<file path="src/rtl/fetch_sched_lru_unit.sv">
// fetch_sched_lru_unit
//   Per-core fetch scheduler and L1 instruction cache replacement helper.
//   - A round-robin arbiter picks one fetchable thread each cycle. Threads
//     asleep on an outstanding icache miss are excluded from arbitration.
//   - A sleeping-thread mask is set by reported misses and cleared by fills.
//   - Tree pseudo-LRU state (3 bits per set) picks fill victims and is
//     refreshed on hits and fills.
//
// Ports:
//   clk, reset        clock, asynchronous active-high reset
//   fetch_en          threads eligible to fetch
//   grant_oh          one-hot granted thread (combinational), zero if none
//   grant_idx         index of grant_oh, 0 when nothing is granted
//   grant_valid       at least one thread is requesting
//   miss_en           icache miss reported this cycle
//   miss_thread_idx   thread that missed
//   wake_bitmap       threads whose miss was filled this cycle
//   wait_threads      registered sleeping-thread mask
//   access_en         lookup issued, latch access_set
//   access_set        set being looked up
//   update_en         hit reported the cycle after access_en
//   update_way        way that hit
//   fill_en           fill request, latch fill_set
//   fill_set          set to be filled
//   fill_way          victim way of the latched fill set
module fetch_sched_lru_unit #(
  parameter int NUM_THREADS = 4,
  parameter int NUM_SETS    = 64,
  parameter int NUM_WAYS    = 4
) (
  input  logic                           clk,
  input  logic                           reset,
  input  logic [NUM_THREADS-1:0]         fetch_en,
  output logic [NUM_THREADS-1:0]         grant_oh,
  output logic [$clog2(NUM_THREADS)-1:0] grant_idx,
  output logic                           grant_valid,
  input  logic                           miss_en,
  input  logic [$clog2(NUM_THREADS)-1:0] miss_thread_idx,
  input  logic [NUM_THREADS-1:0]         wake_bitmap,
  output logic [NUM_THREADS-1:0]         wait_threads,
  input  logic                           access_en,
  input  logic [$clog2(NUM_SETS)-1:0]    access_set,
  input  logic                           update_en,
  input  logic [1:0]                     update_way,
  input  logic                           fill_en,
  input  logic [$clog2(NUM_SETS)-1:0]    fill_set,
  output logic [1:0]                     fill_way
);

  localparam int TW = $clog2(NUM_THREADS);
  localparam int SW = $clog2(NUM_SETS);

  logic [NUM_THREADS-1:0] req;
  logic [NUM_THREADS-1:0] miss_oh;
  logic [TW-1:0]          last_ptr;
  logic [TW-1:0]          cand;
  logic                   found;

  // LRU bit layout per set: [0] root, [1] ways 0/1, [2] ways 2/3
  logic [2:0]    lru_q [NUM_SETS];
  logic [SW-1:0] access_set_q;
  logic [SW-1:0] fill_set_q;
  logic          fill_pending_q;
  logic          fill_hits_access_set;

  // Moves way to most-recently-used: the root points away from its half,
  // and the leaf of its half points away from it.
  function automatic logic [2:0] make_mru(input logic [2:0] bits, input logic [1:0] way);
    logic [2:0] r;
    r    = bits;
    r[0] = ~way[1];
    if (!way[1]) r[1] = ~way[0];
    else         r[2] = ~way[0];
    return r;
  endfunction

  assign req         = fetch_en & ~wait_threads;
  assign grant_valid = |req;
  assign miss_oh     = miss_en ? ({{(NUM_THREADS-1){1'b0}}, 1'b1} << miss_thread_idx)
                               : '0;

  // Round-robin search starting one past the last grant; since the offset
  // runs up to NUM_THREADS the last granted thread is tried last.
  always_comb begin
    grant_oh = '0;
    found    = 1'b0;
    cand     = '0;
    for (int i = 1; i <= NUM_THREADS; i++) begin
      cand = TW'((int'(last_ptr) + i) % NUM_THREADS);
      if (!found && req[cand]) begin
        found          = 1'b1;
        grant_oh[cand] = 1'b1;
      end
    end
  end

  // One-hot to index encoder for the grant.
  always_comb begin
    grant_idx = '0;
    for (int i = 0; i < NUM_THREADS; i++) begin
      if (grant_oh[i]) grant_idx = TW'(i);
    end
  end

  // Pointer resets to the top thread so thread 0 is searched first.
  always_ff @(posedge clk or posedge reset) begin
    if (reset)            last_ptr <= TW'(NUM_THREADS - 1);
    else if (grant_valid) last_ptr <= grant_idx;
  end

  // Sleep mask: the wake is applied after the miss so a same-cycle
  // miss and wake on one thread leaves it awake.
  always_ff @(posedge clk or posedge reset) begin
    if (reset) wait_threads <= '0;
    else       wait_threads <= (wait_threads | miss_oh) & ~wake_bitmap;
  end

  // Victim comes straight from the current bits of the latched fill set.
  assign fill_way = lru_q[fill_set_q][0] ? {1'b1, lru_q[fill_set_q][2]}
                                         : {1'b0, lru_q[fill_set_q][1]};

  assign fill_hits_access_set = fill_pending_q && (fill_set_q == access_set_q);

  // Set latches and the fill-pending flag that qualifies the fill MRU write.
  always_ff @(posedge clk or posedge reset) begin
    if (reset) begin
      access_set_q   <= '0;
      fill_set_q     <= '0;
      fill_pending_q <= 1'b0;
    end else begin
      if (access_en) access_set_q <= access_set;
      if (fill_en)   fill_set_q   <= fill_set;
      fill_pending_q <= fill_en;
    end
  end

  // LRU state. The hit update is suppressed when the fill update targets
  // the same set, so the fill victim always becomes MRU.
  always_ff @(posedge clk or posedge reset) begin
    if (reset) begin
      for (int s = 0; s < NUM_SETS; s++) lru_q[s] <= 3'b000;
    end else begin
      if (update_en && !fill_hits_access_set)
        lru_q[access_set_q] <= make_mru(lru_q[access_set_q], update_way);
      if (fill_pending_q)
        lru_q[fill_set_q] <= make_mru(lru_q[fill_set_q], fill_way);
    end
  end

  // Simulation checks: single grant, and only the 4-way tree is supported.
  a_grant_onehot0: assert property (@(posedge clk) disable iff (reset) $onehot0(grant_oh));
  a_four_ways:     assert property (@(posedge clk) NUM_WAYS == 4);

endmodule

</file>
<file path="config.mk">
export PLATFORM = sky130hd
export DESIGN_NAME = fetch_sched_lru_unit
export DESIGN_NICKNAME = d
export VERILOG_FILES = /design/src/rtl/fetch_sched_lru_unit.sv
export SDC_FILE = /design/constraint.sdc
export NUM_CORES = 1
export LEC_CHECK = 0
export BUFFER_PORTS_ARGS = -buffer_cell sky130_fd_sc_hd__buf_2
export CORE_UTILIZATION = 55
export CTS_CLUSTER_SIZE = 24
export DETAILED_ROUTE_END_ITERATION = 6
export HOLD_SLACK_MARGIN = 0.1
export PLACE_DENSITY = 0.72
export SLEW_MARGIN = 5
export SYNTH_ARGS = -nofsm -noshare
export SYNTH_HDL_FRONTEND = slang
export SYNTH_SLANG_ARGS = --single-unit
</file>
<file path="constraint.sdc">
create_clock -name clk -period 19.9 [get_ports clk]
set_clock_uncertainty 0.05 [all_clocks]
set_input_delay 3.98 -clock clk [delete_from_list [all_inputs] [get_ports clk]]
set_output_delay 3.98 -clock clk [all_outputs]
set_load 0.05 [all_outputs]
</file>
==> impl_metrics.toml <==
[synthesis]
synth_top_cell_area_share_pct = 38.0
synth_compound_area_share_pct = 24.6
syn_nets = 1622
synth_cells = 1584
synth_edf_count = 0
ys.flop_type = "dfrtp_1"
ys_warn_count = 0
synthArstFlopShare_pct = 100
ys_ff_latch = 211
yosys-top-cells-area = "dfrtp_1 (38%), a22oi_1 (6.8%), a21oi_1 (6.6%)"
synth_top_family_by_area = "compound AO/OA/AOI/OAI gates"
yosysTopAreaCell = "dfrtp_1"
yosysUniqueCellTypes = 70
synth-xor-area-share_pct = 0.618
synth_mux_area_share_pct = 14.7
avgSynthCellArea_sq_um = 8.69
syn-cell-area_sq_um = 13800
synthAdderAreaFrac_pct = 0.727
synthSimpleGateAreaFrac_pct = 16.6
ys_seq_area_share_pct = 38.4

[sta]
period_needed_ns = 10.07
finalMaxSlewViolations = 0
hold_violations = 0
relSlewSlack_pct = 14.9
worstMarginPinSlew_ns = 1.27
layout_setup_ws_ns = 9.83
setup_viol = 0
setup_tns_ns = 0
fin_crit_sh_pct = 50.6
fmax_mhz = 99.3
rsz0062_at_grt = "false"

[route]
ant_nets = 0
vias = 13400
dr.pass1.iters = 7
routedWlPerCell_microns = 26.0
drt_iter0_markers = 1989
drt_wl_total_microns = 49400
viasPerCell = 7.04
route.detailed.drc = 32

[critical_path]
rrSetupSlack_ns = 14.35
start_kind = "input pin"
criticalPathCategory = "input pin to output pin"
crit_path_max_fanout = 6
worstRegToRegCells = 11
r2r-start = "fill_set_q[1]"
end_kind = "output pin"
critPathRequiredTime_ns = 15.87
timing.rr.end = "lru_q[98]"
cp.arrival_ns = 6.04

[final_layout]
syn2layout_area_growth_pct = 9.14
design_area_sq_um = 15000
instances_no_fill = 1899
nNetsFinal = 1594
final_common_cell = "nor2_1"
drive_gt1_share_pct = 13.5
final_cell_mix = "nor2_1 (210), dfrtp_1 (205), a21oi_1 (182)"

[floorplan]
ios = 43
die_w_microns = 160
rows = 57
dieArea_sq_um = 25700
start_util_pct = 56.3
die_y_microns = 160
core_area_sq_um = 24500

[cts]
cts.clk_slew.worst_paths_ns = 0.06
root_buffer = "clkbuf_16"
cts_setup_buffers = 0
cts_tree = "yes"
cts_sinks = 211
clockBufferDepth = 3
cts_hold_buf = 0
htreeDepth = 1
insertion_delay_ns = 0.54
cts_inserted_buffers = 24
cts_resized = 0

[global_routing]
grt_max_degree = 140
overflow = 0
grt_pass1_wl_microns = 75800
grt_pass1_vias = 12600
grt.total_usage_pct = 38.3
antenna_found_initial = 1

[placed_design]
io_buffers = 42
pre_cts_ws_ns = 9.86
placed_cells = 1854
place_congestion = 0.979
dp_hpwl_microns = 29900
placed_area_sq_um = 14200

[pwr]
powerDensity_nw_per_um2 = 141
ir_drop_mv = 0.256
p_leak_uw = 0.00623
total_power_uw = 2120

[min_path]
hold-path-cell-count = 2
holdPathEnd = "wait_threads[0]"
hold_start = "wait_threads[0]"
worstHoldPathType = "flip-flop to flip-flop"

[flow_run]
cap_violations = 0

[outcome]
status = "finished with violations"
failed_checks = "DRC"
worst max-delay path by stage:
stage                start  cells past startpoint      endpoint
2_1_floorplan  fetch_en[1]                      6  grant_idx[0]
3_3_place_gp   fetch_en[1]                      8  grant_idx[0]
3_5_place_dp   fetch_en[1]                      8  grant_idx[0]
4_1_cts        fetch_en[1]                      8  grant_idx[0]
5_1_grt        fetch_en[3]                      9  grant_idx[0]
6_report       fetch_en[1]                      8  grant_idx[0]
cell usage after synthesis, drive strengths merged (9+ instances only):
master,count
a22oi,125
inv,13
nand2b,10
o21ai,133
a21oi,182
o211ai,17
dfrtp,209
a31oi,14
a211oi,9
nand3,44
nand2,177
clkbuf,73
nand3b,9
a221oi,9
mux2,32
nor2b,20
and2,13
mux4,37
nor2,211
buf,53
mux2i,83
a22o,12
worst max-delay path, cell delays in order:
cell	delay (ns)
buf_2	0.09
nor2b_1	0.17
mux4_2	0.52
a22o_1	0.25
a221oi_1	0.40
a21bo_2	0.29
nand2_1	0.06
buf_2	0.26
registers in the layout, indices dropped and copies added, names as in the netlist:
| signal | flops |
|---|---|
| fill_pending_q | 1 |
| last_ptr | 2 |
| lru_q | 192 |
| wait_threads | 4 |
| fill_set_q | 6 |
| access_set_q | 6 |
through the flow:
| stage | hold slack, ns | util (%) |
|---|---|---|
| after detailed placement | 0.490 | 58.0 |
| after floorplan | 0.467 | - |
| after global placement | 0.477 | 58.0 |
| final | 0.504 | 61.4 |
| after CTS | 0.505 | 61.4 |
| after global routing | 0.533 | 61.4 |
power by group:
part | internal, uW | total [uW] | leakage [uW] | switching, uW
clock | 285 | 477 | 0.000414 | 192
combinational | 326 | 844 | 0.00326 | 518
sequential | 623 | 802 | 0.00256 | 179
routing by layer:
metal / up-vias / track usage [%] / share of wire [%] / wire length, microns
li1: 5785 / - / - / -
met1: 6311 / 52.3 / 39 / 19000
met2: 1049 / 55.6 / 42 / 20900
met3: 230 / 10.9 / 13 / 6640
met4: 0 / 19.3 / 5.6 / 2760
met5: - / 0 / 0 / 0
cell families (layout without fill, tap and decap cells):
logic type      after synthesis  in the layout
xor+xnor                      8              8
compound gates              546            546
mux                         152            152
buf+inv                     140            130
simple gates                519            519
fa+ha+maj                     8              8
flops                       211            211
other cells                   0              1
area by class of cell:
type                    instances  area, sq um
clock buffers                  36          747
repair buffers                 72          435
clock inverters                 8         98.8
flip-flops and latches        211         5290
multi-input cells            1233         7990
inverters                      14         60.1
well taps                     324          405
diodes                          1         2.50
fillers                      2064         9440
Note: power is estimated with default switching activity, not from simulation.
